$ cat src/rtl/fetch_unit.sv
// fetch_unit: single-outstanding instruction fetch FSM with branch/jump redirect and misaligned-target rejection
module fetch_unit #(
  parameter logic [31:0] RESET_VECTOR = 32'h0000_0000
) (
  input  logic        clk,
  input  logic        rst,
  input  logic        stall,
  input  logic        branch_taken,
  input  logic        jump,
  input  logic [31:0] target_addr,
  output logic        imem_req,
  output logic [31:0] imem_addr,
  input  logic        imem_ready,
  input  logic        imem_rvalid,
  input  logic [31:0] imem_rdata,
  output logic        instr_valid,
  output logic [31:0] instr,
  output logic [31:0] pc,
  output logic [31:0] pc_plus4,
  output logic        misaligned
);
  typedef enum logic [1:0] {S_IDLE, S_REQ, S_WAIT, S_HOLD} state_t;
  state_t      r_state;
  logic [31:0] r_fetch_pc;
  logic        r_drop;
  logic        w_redir_req;
  logic        w_aligned;
  logic        w_eval;
  logic        w_redirect;
  logic [31:0] w_fetch_pc_inc;
  assign w_redir_req    = branch_taken | jump;
  assign w_aligned      = target_addr[1:0] == 2'b00;
  assign w_eval         = (r_state == S_HOLD) & ~stall;
  assign w_redirect     = w_eval & w_redir_req & w_aligned;
  assign w_fetch_pc_inc = r_fetch_pc + 32'd4;
  assign imem_addr      = r_fetch_pc;
  assign pc_plus4       = pc + 32'd4;
  // fetch FSM; a reset while a response is still owed arms drop so that stale data is discarded
  always_ff @(posedge clk) begin
    if (rst) begin
      r_state     <= S_IDLE;
      r_fetch_pc  <= RESET_VECTOR;
      r_drop      <= ((r_state == S_WAIT) | r_drop) & ~imem_rvalid;
      instr_valid <= 1'b0;
      instr       <= 32'h0000_0013;
      pc          <= RESET_VECTOR;
      misaligned  <= 1'b0;
      imem_req    <= 1'b0;
    end else begin
      misaligned <= w_eval & w_redir_req & ~w_aligned;
      if (imem_rvalid & r_drop) r_drop <= 1'b0;
      case (r_state)
        S_IDLE: begin
          r_state  <= S_REQ;
          imem_req <= 1'b1;
        end
        S_REQ: if (imem_ready) begin
          r_state  <= S_WAIT;
          imem_req <= 1'b0;
        end
        S_WAIT: if (imem_rvalid & ~r_drop) begin
          instr       <= imem_rdata;
          pc          <= r_fetch_pc;
          instr_valid <= 1'b1;
          r_fetch_pc  <= w_fetch_pc_inc;
          r_state     <= S_HOLD;
        end
        S_HOLD: if (!stall) begin
          instr_valid <= 1'b0;
          r_state     <= S_REQ;
          imem_req    <= 1'b1;
          if (w_redirect) r_fetch_pc <= target_addr;
        end
      endcase
    end
  end
endmodule

$ cat config.mk
export PLATFORM = sky130hd
export DESIGN_NAME = fetch_unit
export DESIGN_NICKNAME = d
export VERILOG_FILES = /design/src/rtl/fetch_unit.sv
export SDC_FILE = /design/constraint.sdc
export NUM_CORES = 1
export LEC_CHECK = 0
export ABC_AREA = 1
export ABC_CLOCK_PERIOD_IN_PS = 2200
export BUFFER_PORTS_ARGS = -buffer_cell sky130_fd_sc_hd__buf_2
export CAP_MARGIN = 5
export CORE_AREA = 2 2 110 112
export DETAILED_ROUTE_END_ITERATION = 10
export DIE_AREA = 0 0 112 114
export PLACE_DENSITY = 0.79
export SLEW_MARGIN = 25
export SYNTH_ARGS = -nofsm -noshare
export SYNTH_HDL_FRONTEND = slang
export SYNTH_SLANG_ARGS = --single-unit
$ cat constraint.sdc
create_clock -name clk -period 2.2 [get_ports clk]
set_clock_uncertainty 0.05 [all_clocks]
set_input_delay 0.44 -clock clk [delete_from_list [all_inputs] [get_ports clk]]
set_output_delay 0.44 -clock clk [all_outputs]
set_load 0.03 [all_outputs]
After elaboration in Yosys (flattened, before gate mapping):

Cells that the tools add are included.

* $add $sub $neg: 2
* equal/unequal tests: 7
* mux-type cells: 16
* bitwise logic cells: 13
* reductions and logical operators: 10

Operators by type and width (count)
* two-way mux 32 bit: 3
* adder 32 x 3 -> 32 bit, second input constant: 2
* case mux 32 bit (2 select lines): 1
* AND reduction 3 bit: 3
* case mux 2 bit (4 select lines): 1
* AND 1 bit: 7
* two-way mux 1 bit: 6
* two-way mux 2 bit: 3
* != test 2 bit, second input constant: 3
* equality test 2 bit, second input constant: 2
* zero test 2 bit: 2
* NOT 1 bit: 4
* AND reduction 4 bit: 1
* nonzero test 2 bit: 2
* case mux 1 bit (3 select lines): 1
* nonzero test 3 bit: 1
* equality test 2 x 1 -> 1 bit, second input constant: 1
* != test 2 x 1 -> 1 bit, second input constant: 1
* bitwise OR 1 bit: 2
* case mux 1 bit (2 select lines): 1
* AND reduction 2 bit: 1

* register bits after elaboration: 102
* bits of input ports: 71
* output and inout bits: 131
* logic and storage cells: 56

Logic depth before layout (Yosys ltp):

* word-level depth: 7
* depth in mapped cells: 11
* mapped depth without buffers: 10

Worst setup path before layout:

No wires, ideal clock.

* path kind: register to output
* from: register pc[2]
* to: output port pc_plus4[22]
* arrival: 1952 ps
* required time: 1710 ps
* setup slack: -242 ps
* stages on the path, launching flop included: 9
* buffers on the path: 0
* path through: dfxtp_1 -> ha_1 -> nand3_2 -> inv_2 -> nand3_4 -> nor2_4 -> nand3_2 -> nor2_1 -> xor2_1

* cells in the longest elaborated chain, start to end: 1

Ends and longest elaborated chain
* start, declared: RTL line 18 `output logic [31:0] pc,`
* start signal, assigned: RTL line 63 `pc <= r_fetch_pc;`
* adder 32 x 3 -> 32 bit: RTL line 37 `assign pc_plus4 = pc + 32'd4;`
* end, declared: RTL line 19 `output logic [31:0] pc_plus4,`

Every way passes these cells.

Worst setup path in the final report:

* from: register pc[2]
* to: output port pc_plus4[30]

The elaborated chain is that of the path after synthesis.

==> metrics <==
Layout area overhead 37.3%; failing checks negative setup slack; Critical Path AT approximately 1.8 ns; crit-path max cell delay approximately 0.35 ns; sequential power share a little over a third; fill count approximately 1100; pin slew with the least headroom to its limit 0.415 ns; crit-path cells ha_4 > nand3_4 > inv_4 > buf_4 > nand3_2 > nor3b_4 > xor2_2 > buf_6; sequential cell area between 2000 and 2500 sq um; post-route antenna net violation count 0; fin nets about 1200; fin crit share 106%; Setup TNS -1.11 ns; pwr dens 845 nW/um^2; DRC 0; Routed wire per std cell roughly 15 microns; CTS Buf Count 9; clock net sink count approximately 100; synthesis-stage register bit count about 100; outcome finished with violations; RSZ-0062 raised after global routing yes; Internal ~3.8 mW; Max-Cap Viols 0; Post-synth top cells 195 x nand2_1, 161 x nor2_1, 101 x dfxtp_1; leading area contributor after synthesis dfxtp_1; Pre-antenna DRT Iters 5; drt via density roughly 5.2; sw frac 42.2%; Ys Warns 0; Seq/Total Area, Yosys 36.3%; post-synthesis xor/xnor area fraction 4.96%; Placed Cells incl. Taps 1196; detailed-placement wirelength estimate around 13 mm; Syn Nets between 900 and 1000; vias post-DR ~6400; fin crit period around 2.3 ns; setup ws final -0.130 ns; clock latency on the worst-skew pair around 0.35 ns; top-count cell post-synth nand2_1; post-synthesis mux area share less than 1%; die footprint 12800 sq um; initial antenna violation count 0; DP Worst Slack 0.0360 ns; clk slew on worst S/H paths ~0.070 ns; syn avg cell area 6.56 sq um; core area 11700 sq um; tightest hold margin ~0.25 ns; Static Leak between 3 and 4 nW; top cell type's share of synthesized area 35.8%; clk root buf clkbuf_16; Remaining Overflow, GRT 0; die width 112 microns; die height 114 microns; CP Capture Type output port; Ports 202; Mapped Area between 5000 and 6000 sq um; GP Congestion about 0.93; cells taking the most area after synthesis dfxtp_1 36%, nand2_1 13%, nor2_1 11%; post-synthesis adder-cell area fraction between 1 and 1.5%; share of cells above drive strength 1 34.3%; clk buf depth 2; Sw Pwr between 2 and 3 mW; top_reg_cell synth dfxtp_1; first-pass GRT wire length about 28 mm; 1st-iter DRT viols 542; Cells after Synth between 800 and 900; gr usage total around a quarter; post-synthesis simple-gate area fraction 36.2%; compound-cell area share of the yosys netlist 13.0%; vias in the first global route ~5700; Clock Power Share between 20 and 25%; setup violators final 15; max frequency around 430 MHz; drt total wl between 15 and 20 mm; crit-path max FO 3; Synth cell types 36; Worst EP required between 1.5 and 2 ns; Port Buffers about 200; num rows 40; Startpoint Class register; H-tree depth 3; Final Slew Violations 0; antenna cell count 0; Final Hold Viols 0; fraction of registers with async set/reset 0%; Multi-input gate area 3480 sq um; CTS tree yes; post-route insts no fill around 1200; Logic pwr share 38.8%; WP buf/inv 3; worst min path class input pin to register; Post-synth EDFFs 1; WS Path Type register to output port; Top delay family on crit path simple AND/OR/NAND/NOR gates; largest family of logic cells by synthesized area simple AND/OR/NAND/NOR gates; Rel. slew slack around 72%; largest net degree at the start of global routing 41; VDD IR max 0.563 mV; Final Util 66.3%; crit path max-delay cell type dfxtp_2; Initial Util between 40% and 50%
==> metrics by stage <==
step	power (mW)	area, sq um
5_1_grt	6.92	7760
4_1_cts	6.52	7530
3_5_place_dp	4.84	6930
2_1_floorplan	4.13	5720
3_3_place_gp	4.80	6930
6_report	6.56	7760
==> worst min-delay path, stage by stage <==
cell	delay [ns]
buf_2	0.07
nand2_1	0.04
nand3_1	0.06
==> what timing repair did <==
action / in CTS / in global routing
resized for setup: 69 / 58
buffers inserted: 10 / 6
endpoints found under the setup margin: 21 / 20
pin swaps: 21 / 29
hold buffers: 0 / 0
==> flip-flops by register name, indices dropped and copies added (netlist names) <==
| signal | count |
|---|---|
| instr_valid | 1 |
| imem_req | 1 |
| pc | 32 |
| r_drop | 1 |
| imem_addr | 32 |
| instr | 32 |
| r_state | 2 |
| misaligned | 1 |
==> cell type report <==
class                      count  share of cell area (%)
multi-input combinational    650                    44.8
tap                          147                    2.37
clock buffer                  10                    2.95
sequential                   102                    27.2
clock inverter                 6                   0.902
timing repair buffer         242                    18.4
inverter                      71                    3.46
==> power groups by stage <==
| stage | registers [mW] | logic [mW] | clock network [mW] |
|---|---|---|---|
| 5_1_grt | 2.44 | 2.77 | 1.72 |
| 6_report | 2.40 | 2.55 | 1.62 |
| 4_1_cts | 2.37 | 2.51 | 1.64 |
| 3_3_place_gp | 2.39 | 2.41 | 0 |
| 3_5_place_dp | 2.40 | 2.44 | 0 |
| 2_1_floorplan | 2.83 | 1.30 | 0 |
==> worst paths after layout <==
| path | startpoint | slack (ns) | depth (start not counted) | endpoint |
|---|---|---|---|---|
| setup reg to reg | r_state[0] | 0.30 | 7 | imem_addr[17] |
| hold reg to reg | instr[0] | 0.41 | 2 | instr[0] |
| hold / removal | imem_rdata[0] | 0.25 | 3 | instr[0] |
| setup / recovery | pc[2] | -0.13 | 8 | pc_plus4[30] |
==> layer usage <==
layer,track usage [%],vias up,share of wire (%)
met4,9.43,0,2.6
met2,42.3,219,48
met1,36.9,2959,44
li1,-,3174,-
met5,0,-,0
met3,3.56,38,5.2
==> cell usage in the layout (no fill, tap or decap), types with 4 or more instances in the layout <==
master | netlist | final
nor2_4 | 7 | 16
buf_4 | 4 | 44
nand2_2 | 6 | 13
nor2_2 | 11 | 14
ha_1 | 5 | 4
nor3_1 | 14 | 5
nand4_1 | 14 | 14
o21ai_0 | 74 | 74
nor2_1 | 161 | 149
buf_6 | 4 | 11
xor2_2 | 0 | 12
dfxtp_2 | 0 | 12
buf_2 | 7 | 183
a21oi_1 | 63 | 63
nor3_2 | 1 | 5
nand3_4 | 1 | 4
inv_1 | 66 | 64
clkbuf_16 | 0 | 9
nor3_4 | 0 | 5
dfxtp_4 | 0 | 11
dfxtp_1 | 101 | 78
inv_2 | 5 | 6
xor2_1 | 30 | 18
nand3_1 | 45 | 43
nand2_4 | 2 | 4
nand2_1 | 195 | 186
==> kinds of logic after synthesis <==
group,count (synthesis)
xor gates and xnor gates,32
DFF,102
AOI/OAI and AO/OA,144
muxes,1
buffers and inverters,110
adders and majority gates,5
and+or+nand+nor,468
No activity file was read; power rests on OpenSTA's default activity.
